===== config.mk =====
export PLATFORM = sky130hd
export DESIGN_NAME = checksum_engine
export DESIGN_NICKNAME = d
export VERILOG_FILES = /design/src/rtl/checksum_pkg.sv /design/src/rtl/checksum_lane_adder.sv /design/src/rtl/checksum_engine.sv
export SDC_FILE = /design/constraint.sdc
export NUM_CORES = 1
export LEC_CHECK = 0
export ABC_AREA = 1
export CAP_MARGIN = 20
export CORE_UTILIZATION = 55
export DETAILED_ROUTE_END_ITERATION = 12
export PLACE_DENSITY = 0.87
export SLEW_MARGIN = 20
export SYNTH_ARGS = -nofsm -noshare
export SYNTH_HDL_FRONTEND = slang
export SYNTH_SLANG_ARGS = --single-unit

===== constraint.sdc =====
create_clock -name clk -period 3.35 [get_ports clk]
set_input_delay 0.67 -clock clk [delete_from_list [all_inputs] [get_ports clk]]
set_output_delay 0.67 -clock clk [all_outputs]
set_load 0.02 [all_outputs]

===== src/rtl/checksum_pkg.sv =====
// checksum_pkg
// Shared definitions for the multi-channel checksum engine.
//   - reg_sel_e : control-window register selects (START, STATUS, IRQ_EN, ACC)
//   - ch_bits() : number of address bits used for the channel index
//   - add_acc() : ACC_W-wide addition used by both the lane reduction and the
//                 per-channel accumulators
// Build option: CHECKSUM_FOLD_EN turns every addition into an end-around-carry
// (ones'-complement) addition. When it is left undefined, carries are dropped.
package checksum_pkg;

    // Widest accumulator/lane width that add_acc can handle.
    localparam int MAX_W  = 64;
    localparam int MAX_W1 = MAX_W + 1;

    typedef enum logic [1:0] {
        SEL_START  = 2'd0,
        SEL_STATUS = 2'd1,
        SEL_IRQ_EN = 2'd2,
        SEL_ACC    = 2'd3
    } reg_sel_e;

    // A single channel still uses one index bit so the address fields never
    // collapse to zero width.
    function automatic int ch_bits(input int num_ch);
        return (num_ch <= 2) ? 1 : $clog2(num_ch);
    endfunction

    // Operands arrive zero-extended to MAX_W. Only the low w bits of the
    // result are meaningful; callers truncate to their own width.
    function automatic logic [MAX_W-1:0] add_acc(input logic [MAX_W-1:0] a,
                                                 input logic [MAX_W-1:0] b,
                                                 input int w);
        logic [MAX_W-1:0] mask;
        logic [MAX_W-1:0] sum;
`ifdef CHECKSUM_FOLD_EN
        logic [MAX_W:0] full;
        logic [MAX_W:0] carry_bit;
`endif
        mask = (w >= MAX_W) ? '1 : ((MAX_W'(1) << w) - MAX_W'(1));
`ifdef CHECKSUM_FOLD_EN
        full      = {1'b0, a} + {1'b0, b};
        carry_bit = MAX_W1'(1) << w;
        sum       = full[MAX_W-1:0] & mask;
        // The carry out of bit w-1 wraps back into bit 0. With both operands
        // below 2^w, this second addition can never carry again.
        if ((full & carry_bit) != '0) begin
            sum = (sum + MAX_W'(1)) & mask;
        end
`else
        sum = (a + b) & mask;
`endif
        return sum;
    endfunction

endpackage


===== src/rtl/checksum_lane_adder.sv =====
// checksum_lane_adder
// Combinational reduction of one DATA_W data word into an ACC_W lane sum.
// The word is split into DATA_W/ACC_W lanes, and the lanes are added with
// add_acc. As a result, the CHECKSUM_FOLD_EN build option applies here as well.
// Ports:
//   data  in  DATA_W  data word to reduce
//   sum   out ACC_W   sum of all lanes
module checksum_lane_adder
    import checksum_pkg::*;
#(
    parameter int DATA_W = 64,
    parameter int ACC_W  = 32
) (
    input  logic [DATA_W-1:0] data,
    output logic [ACC_W-1:0]  sum
);

    localparam int LANES = DATA_W / ACC_W;

    always_comb begin
        sum = '0;
        for (int i = 0; i < LANES; i++) begin
            sum = ACC_W'(add_acc(MAX_W'(sum), MAX_W'(data[i*ACC_W +: ACC_W]), ACC_W));
        end
    end

endmodule


===== src/rtl/checksum_engine.sv =====
// checksum_engine
// Multi-channel checksum accelerator on an Avalon-MM slave port. Software
// writes START with a word count, then streams data words into the channel's
// data window. Each word is first reduced lane-wise and registered (stage 1).
// The lane sum is then added into the channel accumulator (stage 2). When the
// count is used up, the engine sets the channel's done flag, and irq is raised
// for each channel whose done flag and irq enable are both set.
// Build option: CHECKSUM_FOLD_EN selects ones'-complement addition.
// Ports:
//   clk        in  1       rising-edge clock
//   reset      in  1       synchronous, active-high
//   address    in  ADDR_W  word address (MSB=1 control window, 0 data window)
//   write      in  1       write strobe
//   writedata  in  DATA_W  write data
//   read       in  1       read strobe
//   readdata   out DATA_W  registered read data, latency 1
//   irq        out 1       registered level interrupt
module checksum_engine
    import checksum_pkg::*;
#(
    parameter int DATA_W = 64,
    parameter int ACC_W  = 32,
    parameter int NUM_CH = 4,
    parameter int ADDR_W = 10
) (
    input  logic              clk,
    input  logic              reset,
    input  logic [ADDR_W-1:0] address,
    input  logic              write,
    input  logic [DATA_W-1:0] writedata,
    input  logic              read,
    output logic [DATA_W-1:0] readdata,
    output logic              irq
);

    localparam int CH_BITS = ch_bits(NUM_CH);

    logic [ACC_W-1:0]   acc [NUM_CH];
    logic [31:0]        cnt [NUM_CH];
    logic [NUM_CH-1:0]  busy;
    logic [NUM_CH-1:0]  done;
    logic [NUM_CH-1:0]  irq_en;

    logic               s1_valid;
    logic [CH_BITS-1:0] s1_ch;
    logic [ACC_W-1:0]   s1_sum;

    logic               is_ctrl;
    reg_sel_e           sel;
    logic [CH_BITS-1:0] ch;
    logic               ch_ok;
    logic               data_wr;
    logic               ctrl_wr;
    logic               start_wr;
    logic               kill;
    logic               s2_go;
    logic [ACC_W-1:0]   lane_sum;
    logic [ACC_W-1:0]   acc_sum;
    logic [DATA_W-1:0]  rd_value;

    checksum_lane_adder #(
        .DATA_W (DATA_W),
        .ACC_W  (ACC_W)
    ) u_lane_adder (
        .data (writedata),
        .sum  (lane_sum)
    );

    // Address decode and per-cycle qualifiers. Data words for idle channels
    // never enter the pipeline. A START on a channel cancels that channel's
    // entry in stage 1, so the old job cannot change the new job's acc or cnt.
    always_comb begin
        is_ctrl  = address[ADDR_W-1];
        sel      = reg_sel_e'(address[CH_BITS+1:CH_BITS]);
        ch       = address[CH_BITS-1:0];
        ch_ok    = (int'(ch) < NUM_CH);
        data_wr  = write && !is_ctrl && ch_ok && busy[ch];
        ctrl_wr  = write && is_ctrl && ch_ok;
        start_wr = ctrl_wr && (sel == SEL_START);
        kill     = start_wr && (s1_ch == ch);
        // A second word can reach stage 2 after the first word has used up
        // the count. The busy check drops that word here.
        s2_go    = s1_valid && busy[s1_ch] && !kill;
        acc_sum  = ACC_W'(add_acc(MAX_W'(acc[s1_ch]), MAX_W'(s1_sum), ACC_W));
    end

    // Read mux. Data-window reads, out-of-range channels and idle cycles all
    // return zero. Narrow fields are zero-extended to DATA_W.
    always_comb begin
        rd_value = '0;
        if (read && is_ctrl && ch_ok) begin
            case (sel)
                SEL_START:  rd_value = DATA_W'(cnt[ch]);
                SEL_STATUS: rd_value = DATA_W'({done[ch], busy[ch]});
                SEL_IRQ_EN: rd_value = DATA_W'(irq_en[ch]);
                SEL_ACC:    rd_value = DATA_W'(acc[ch]);
                default:    rd_value = '0;
            endcase
        end
    end

    // Register updates. The statement order sets priority: a W1C clear comes
    // before any done-set, so a set in the same cycle wins. START updates come
    // last. Stage 2 only ever writes to a channel that START is not touching
    // this cycle.
    always_ff @(posedge clk) begin
        if (reset) begin
            for (int i = 0; i < NUM_CH; i++) begin
                acc[i] <= '0;
                cnt[i] <= '0;
            end
            busy     <= '0;
            done     <= '0;
            irq_en   <= '0;
            s1_valid <= 1'b0;
            s1_ch    <= '0;
            s1_sum   <= '0;
            readdata <= '0;
            irq      <= 1'b0;
        end else begin
            s1_valid <= data_wr;
            s1_ch    <= ch;
            s1_sum   <= lane_sum;

            if (ctrl_wr && (sel == SEL_STATUS) && writedata[0]) begin
                done[ch] <= 1'b0;
            end
            if (ctrl_wr && (sel == SEL_IRQ_EN)) begin
                irq_en[ch] <= writedata[0];
            end

            if (s2_go) begin
                acc[s1_ch] <= acc_sum;
                cnt[s1_ch] <= cnt[s1_ch] - 32'd1;
                if (cnt[s1_ch] == 32'd1) begin
                    busy[s1_ch] <= 1'b0;
                    done[s1_ch] <= 1'b1;
                end
            end

            if (start_wr) begin
                cnt[ch]  <= writedata[31:0];
                acc[ch]  <= '0;
                busy[ch] <= (writedata[31:0] != 32'd0);
                if (writedata[31:0] == 32'd0) begin
                    done[ch] <= 1'b1;
                end
            end

            readdata <= rd_value;
            irq      <= |(done & irq_en);
        end
    end

endmodule


# == After elaboration in Yosys (flattened, before gate mapping) ==
# Memory sizes are Yosys's and may differ from the RTL's. A register that Yosys moved wholly into a read port is not among the register bits.
# Index checks and enable logic that the tools add are counted.
# totals
wordCells,102
reg_bits,112
ramBits,256
mem_count,2
input_bits,78
# memory_table
name,words,width,read_ports,rd_clocked_by_memory_dff,write_ports,line_no,source
acc,4,32,2,1,4,checksum_engine.sv:38,logic [ACC_W-1:0] acc [NUM_CH];
cnt,4,32,2,1,4,checksum_engine.sv:39,logic [31:0] cnt [NUM_CH];
# classes
eq_ne,5
n_mux,48
n_reduce_logical,24
add_sub_neg,3
bitwise_logic,8
n_lt_le_gt_ge,4
# op_table
op,n
$pmux 64 s4,1
$mux 32,4
$reduce_or 32->1,4
$add 32x32->32,2
$mux 4,11
$eq 32x1->1 const B,1
$logic_not 32->1,1
$reduce_bool 32->1,1
$sub 32x1->32 const B,1
$mux 1,18
$logic_and 1x1->1,13
$and 4x4->4,3
$mux 2,6
$bmux 1 s2,4
$bwmux 4,2
$not 4->4,2
$or 4x4->4,2
$lt 2x3->1 const B,2
$demux 1 s2,2
$eq 2x2->1 const B,2
$ge 2x1->1 const B,2
$reduce_or 4->1,1
$eq 2x1->1 const B,1
$eq 2x2->1,1
other kinds (4),5

# == Logic depth before layout (Yosys ltp) ==
# Gate-level depths: netlist (run 1).
# depth
word_depth,15
mapped_depth,20
ltp_nobuf,19

# == Hierarchy ==
# From an unflattened synthesis (run 1), not the netlist that was laid out.
# hier_totals
cells_unflattened,3169
hier_area_um2,21675.8
# by_module_without_submodules
mod,area_each_um2,instances,seq_area_each_um2,cells_each
checksum_engine,19352.3,1,8007.7,2678
checksum_lane_adder,2323.5,1,0.0,491

# == Least setup slack after synthesis (run 1) ==
# Ideal clock, no wire load.
# synth_path
path_type,flip-flop to flip-flop
startpoint,register s1_ch[1]
endpoint,memory acc[1][14]
setup_ps,70
arrival_time_ps,3021
path_stages_with_launch,19
setup_slack_ps,258
cell_sequence,dfxtp_1 -> buf_4 -> buf_2 -> nand2_1 -> clkbuf_1 -> o221ai_1 -> ha_1 -> inv_1 -> fa_1 -> inv_1 -> nand3_1 -> nand2_1 -> nand2_1 -> nand2_1 -> nand3_1 -> nand2_1 -> xor2_1 -> nand2_1 -> a21oi_1
# synth_lines
element,line_no,source
start: declaration,checksum_engine.sv:45,logic [CH_BITS-1:0] s1_ch;
start signal: assignment,checksum_engine.sv:122,s1_ch <= ch;
end: declaration,checksum_engine.sv:38,

==> flow_summary.yaml, run 1 <==
synthesis:
  synthCells: 2947
  synthAdderAreaFrac: 0.0399
  synth_top_area_cell: "dfxtp_1"
  yosysUniqueCellTypes: 50
  synthMuxAreaShare: 0
  yosysSeqAreaShare: 0.380
  synth_xor_xnor_area_share: 0.0112
  synth_simple_gate_area_frac: 0.291
  synth_top_area_share: 0.198
  synth.most_common_cell: "nand2_1"
  synthesis.area_sq_mm: 0.0211
  synth_edf_count: 128
  synth_common_cells: "nand2_1 (884), a21oi_1 (285), inv_1 (246), nand3_1 (219), dfxtp_1 (208)"
  synth_top_family_by_area: "simple AND/OR/NAND/NOR gates"
  yosys_register_bits: 336
  synth_ff_type: "dfxtp_1"
  synth_warnings: 0
  synth-async-reset-ratio: 0
  synthTopCellsByArea: "dfxtp_1 (20%), edfxtp_1 (18%), nand2_1 (16%)"
  synth-compound-area-share: 0.188
  synth.avg_cell_area_sq_um: 7.15
timing:
  fmax_mhz: 305
  layout_min_cycle_time_ns: 3.28
  hold_viol_final: 0
  period_share: 0.978
  setup-tns-final_ns: 0
  rsz0062_at_grt: "false"
  slew_headroom: 0.408
  slew_violations: 0
  worst_slew_pin_slew_ns: 0.888
  final.setup_skew_ns: 0.0283
  final-setup-viol-count: 0
clocking:
  clock-root-buffer: "clkbuf_16"
  cts_tree: "built"
  clk_latency_ns: 0.59
  cts-htree-levels: 2
  cts.clk_slew.worst_paths_ns: 0.06
  clockBufferDepth: 3
  numCtsBuffers: 39
  cts_sinks: 336
power:
  p_sw_frac: 0.293
  power_frac_seq: 0.422
  p_leak_nw: 9.68
  vdd_drop_max_v: 0.000423
  pwr_density_cell_mw_per_mm2: 438
  combPwrFrac: 0.157
  intPower_mw: 7.49
  p_clk_frac: 0.421
  p_sw_mw: 3.10
drt:
  viasPerCell: 6.38
  avgRoutedWirePerCell_microns: 23.3
  drt_pass1_iterations: 6
  antenna_left: 0
  wirelength_mm: 83.1
  drc_errors: 0
  vias: 22800
  drtIter0Drc: 3110
final_layout:
  fin_nets: 3174
  area_delta_synth_final_pct: 14.9
  fillers: 3374
  layout-drive-gt1-share: 0.0719
  diodes: 0
  stdcell_count: 3571
global_route:
  grt_pass1_wl_mm: 124
  antenna_found_initial: 0
  grt_pass1_vias: 21200
  grtUsageMet3: 0.0998
  grt_use_met2: 0.619
  grtUsageMet1: 0.565
  grt-busiest-layer: "met2"
  grt_max_degree: 67
  gr-total-overflow: 0
  grt_usage: 0.422
critical_path:
  reg2reg_setup_slack_ns: 0.07
  path_max_fanout: 31
  r2r-start: "s1_ch[1]"
  critPathKind: "flip-flop to flip-flop"
  worst_setup_path_start_kind: "flip-flop"
  cp-end-kind: "flip-flop"
  reg2reg_depth: 13
  worst_ep_arrival_time_ns: 3.59
  timing.rr.end: "cnt[0][14]"
  critPathRequiredTime_ns: 3.66
floorplanning:
  fp.dieW_microns: 198
  rows: 71
  die_y_microns: 198
  initial_core_util: 0.560
  die_area_sq_mm: 0.0391
  coreArea_sq_mm: 0.0377
  io_pins: 143
min_path:
  hold_path.class: "flip-flop to flip-flop"
  holdPathEnd: "acc[3][19]"
  min_from: "acc[3][19]"
  worstHoldPathCells: 2
job:
  cap_violations: 0
place:
  port_buffers: 105
  hpwl_mm: 57.3
  dpl.cell_count: 3500
  gp_congestion: 0.993
status:
  status: "finished clean"
## stage by stage
stage / utilization / hold WS, ns / power (mW) / instance area (sq um) / setup WS [ns]
finish: 0.643 / 0.464 / 10.6 / 24200 / 0.0727
global route: 0.643 / 0.484 / 10.9 / 24200 / 0.0101
CTS: 0.643 / 0.464 / 10.5 / 24200 / 0.191
detailed placement: 0.608 / 0.456 / 6.14 / 22900 / 0.167
global placement: 0.608 / 0.449 / 6.11 / 22900 / 0.180
floorplan: - / 0.437 / 5.51 / 21200 / 0.258
## placed cells by master (no fill, tap or decap), drive strengths merged, types with 64 or more instances in the layout
cell / Yosys / routed
dfxtp: 208 / 208
a21oi: 285 / 285
ha: 64 / 64
buf: 95 / 79
inv: 254 / 258
a22oi: 120 / 120
nor2: 205 / 205
o21ai: 121 / 121
clkdlybuf4s50: 0 / 105
edfxtp: 128 / 128
nand3: 220 / 220
nand2: 898 / 898
## cell families after synthesis
logic type / Yosys count
simple gates: 1424
xor+xnor: 26
flops: 336
fa+ha+maj: 66
compound gates: 663
buf+inv: 431
other cells: 1
## timing repair
action	in CTS	in global routing
buffers inserted	0	0
hold buffers	0	0
setup endpoints to repair	0	4
resized for setup	0	1
endpoints found under the hold margin	0	0
## how the worst max path moves through the flow
stage | startpoint | endpoint | depth (start not counted)
after floorplan | s1_ch[1] | acc[1][14] | 18
after global placement | writedata[15] | s1_sum[18] | 10
after detailed placement | writedata[15] | s1_sum[18] | 10
after CTS | s1_ch[0] | cnt[0][14] | 13
after global routing | s1_ch[1] | cnt[0][14] | 13
final | s1_ch[1] | cnt[0][14] | 13
## layout make-up
class	instances	area [sq um]	share of cell area
Clock inverter	22	278	0.0115
Tap cell	511	639	0.0264
Clock buffer	49	1040	0.0431
Inverter	258	968	0.0400
Timing Repair Buffer	184	1910	0.0789
Sequential cell	336	8010	0.331
Multi-Input combinational cell	2211	11400	0.469
## worst max-delay path, cell delays in order (launching register included)
cell	delay, ns
dfxtp_2	0.51
nor2_4	0.11
buf_4	0.30
nand2_1	0.12
nand2_1	0.05
nor2_1	0.25
ha_1	0.27
inv_1	0.08
nor2_2	0.24
nand2_1	0.24
nor2_1	0.39
o21ai_0	0.15
nand3_1	0.19
o21ai_1	0.08
## sequential cells by signal (all words and copies together), names as in the netlist
signal / count
acc: 128
cnt: 128
readdata: 32
s1_sum: 32
busy: 4
done: 4
irq_en: 4
s1_ch: 2
irq: 1
s1_valid: 1
## per-layer routing
metal / part of all wire / vias to the layer above / wire (microns)
met3: 0.13 / 385 / 11100
li1: - / 10200 / -
met4: 0.066 / 0 / 5450
met2: 0.42 / 1747 / 34700
met5: 0 / - / 0
met1: 0.38 / 10500 / 31800
## power by group through the flow
| stage | sequential [mW] | clock, mW | combinational (mW) |
|---|---|---|---|
| CTS | 4.46 | 4.47 | 1.60 |
| detailed placement | 4.55 | 0 | 1.59 |
| finish | 4.47 | 4.47 | 1.66 |
| global route | 4.48 | 4.62 | 1.76 |
| floorplan | 4.52 | 0 | 0.992 |
| global placement | 4.54 | 0 | 1.57 |
(Power assumes the default switching activity.)
==> run 2: changes to the inputs <==
--- a/config.mk
+++ b/config.mk
@@ -6,8 +6,9 @@
 export NUM_CORES = 1
 export LEC_CHECK = 0
 export ABC_AREA = 1
-export CAP_MARGIN = 20
+export CAP_MARGIN = 30
 export CORE_UTILIZATION = 55
+export CTS_CLUSTER_SIZE = 24
 export DETAILED_ROUTE_END_ITERATION = 12
 export PLACE_DENSITY = 0.87
 export SLEW_MARGIN = 20
==> results of run 2 <==
The final DEF is identical to that of run 1; final timing and power are the same.
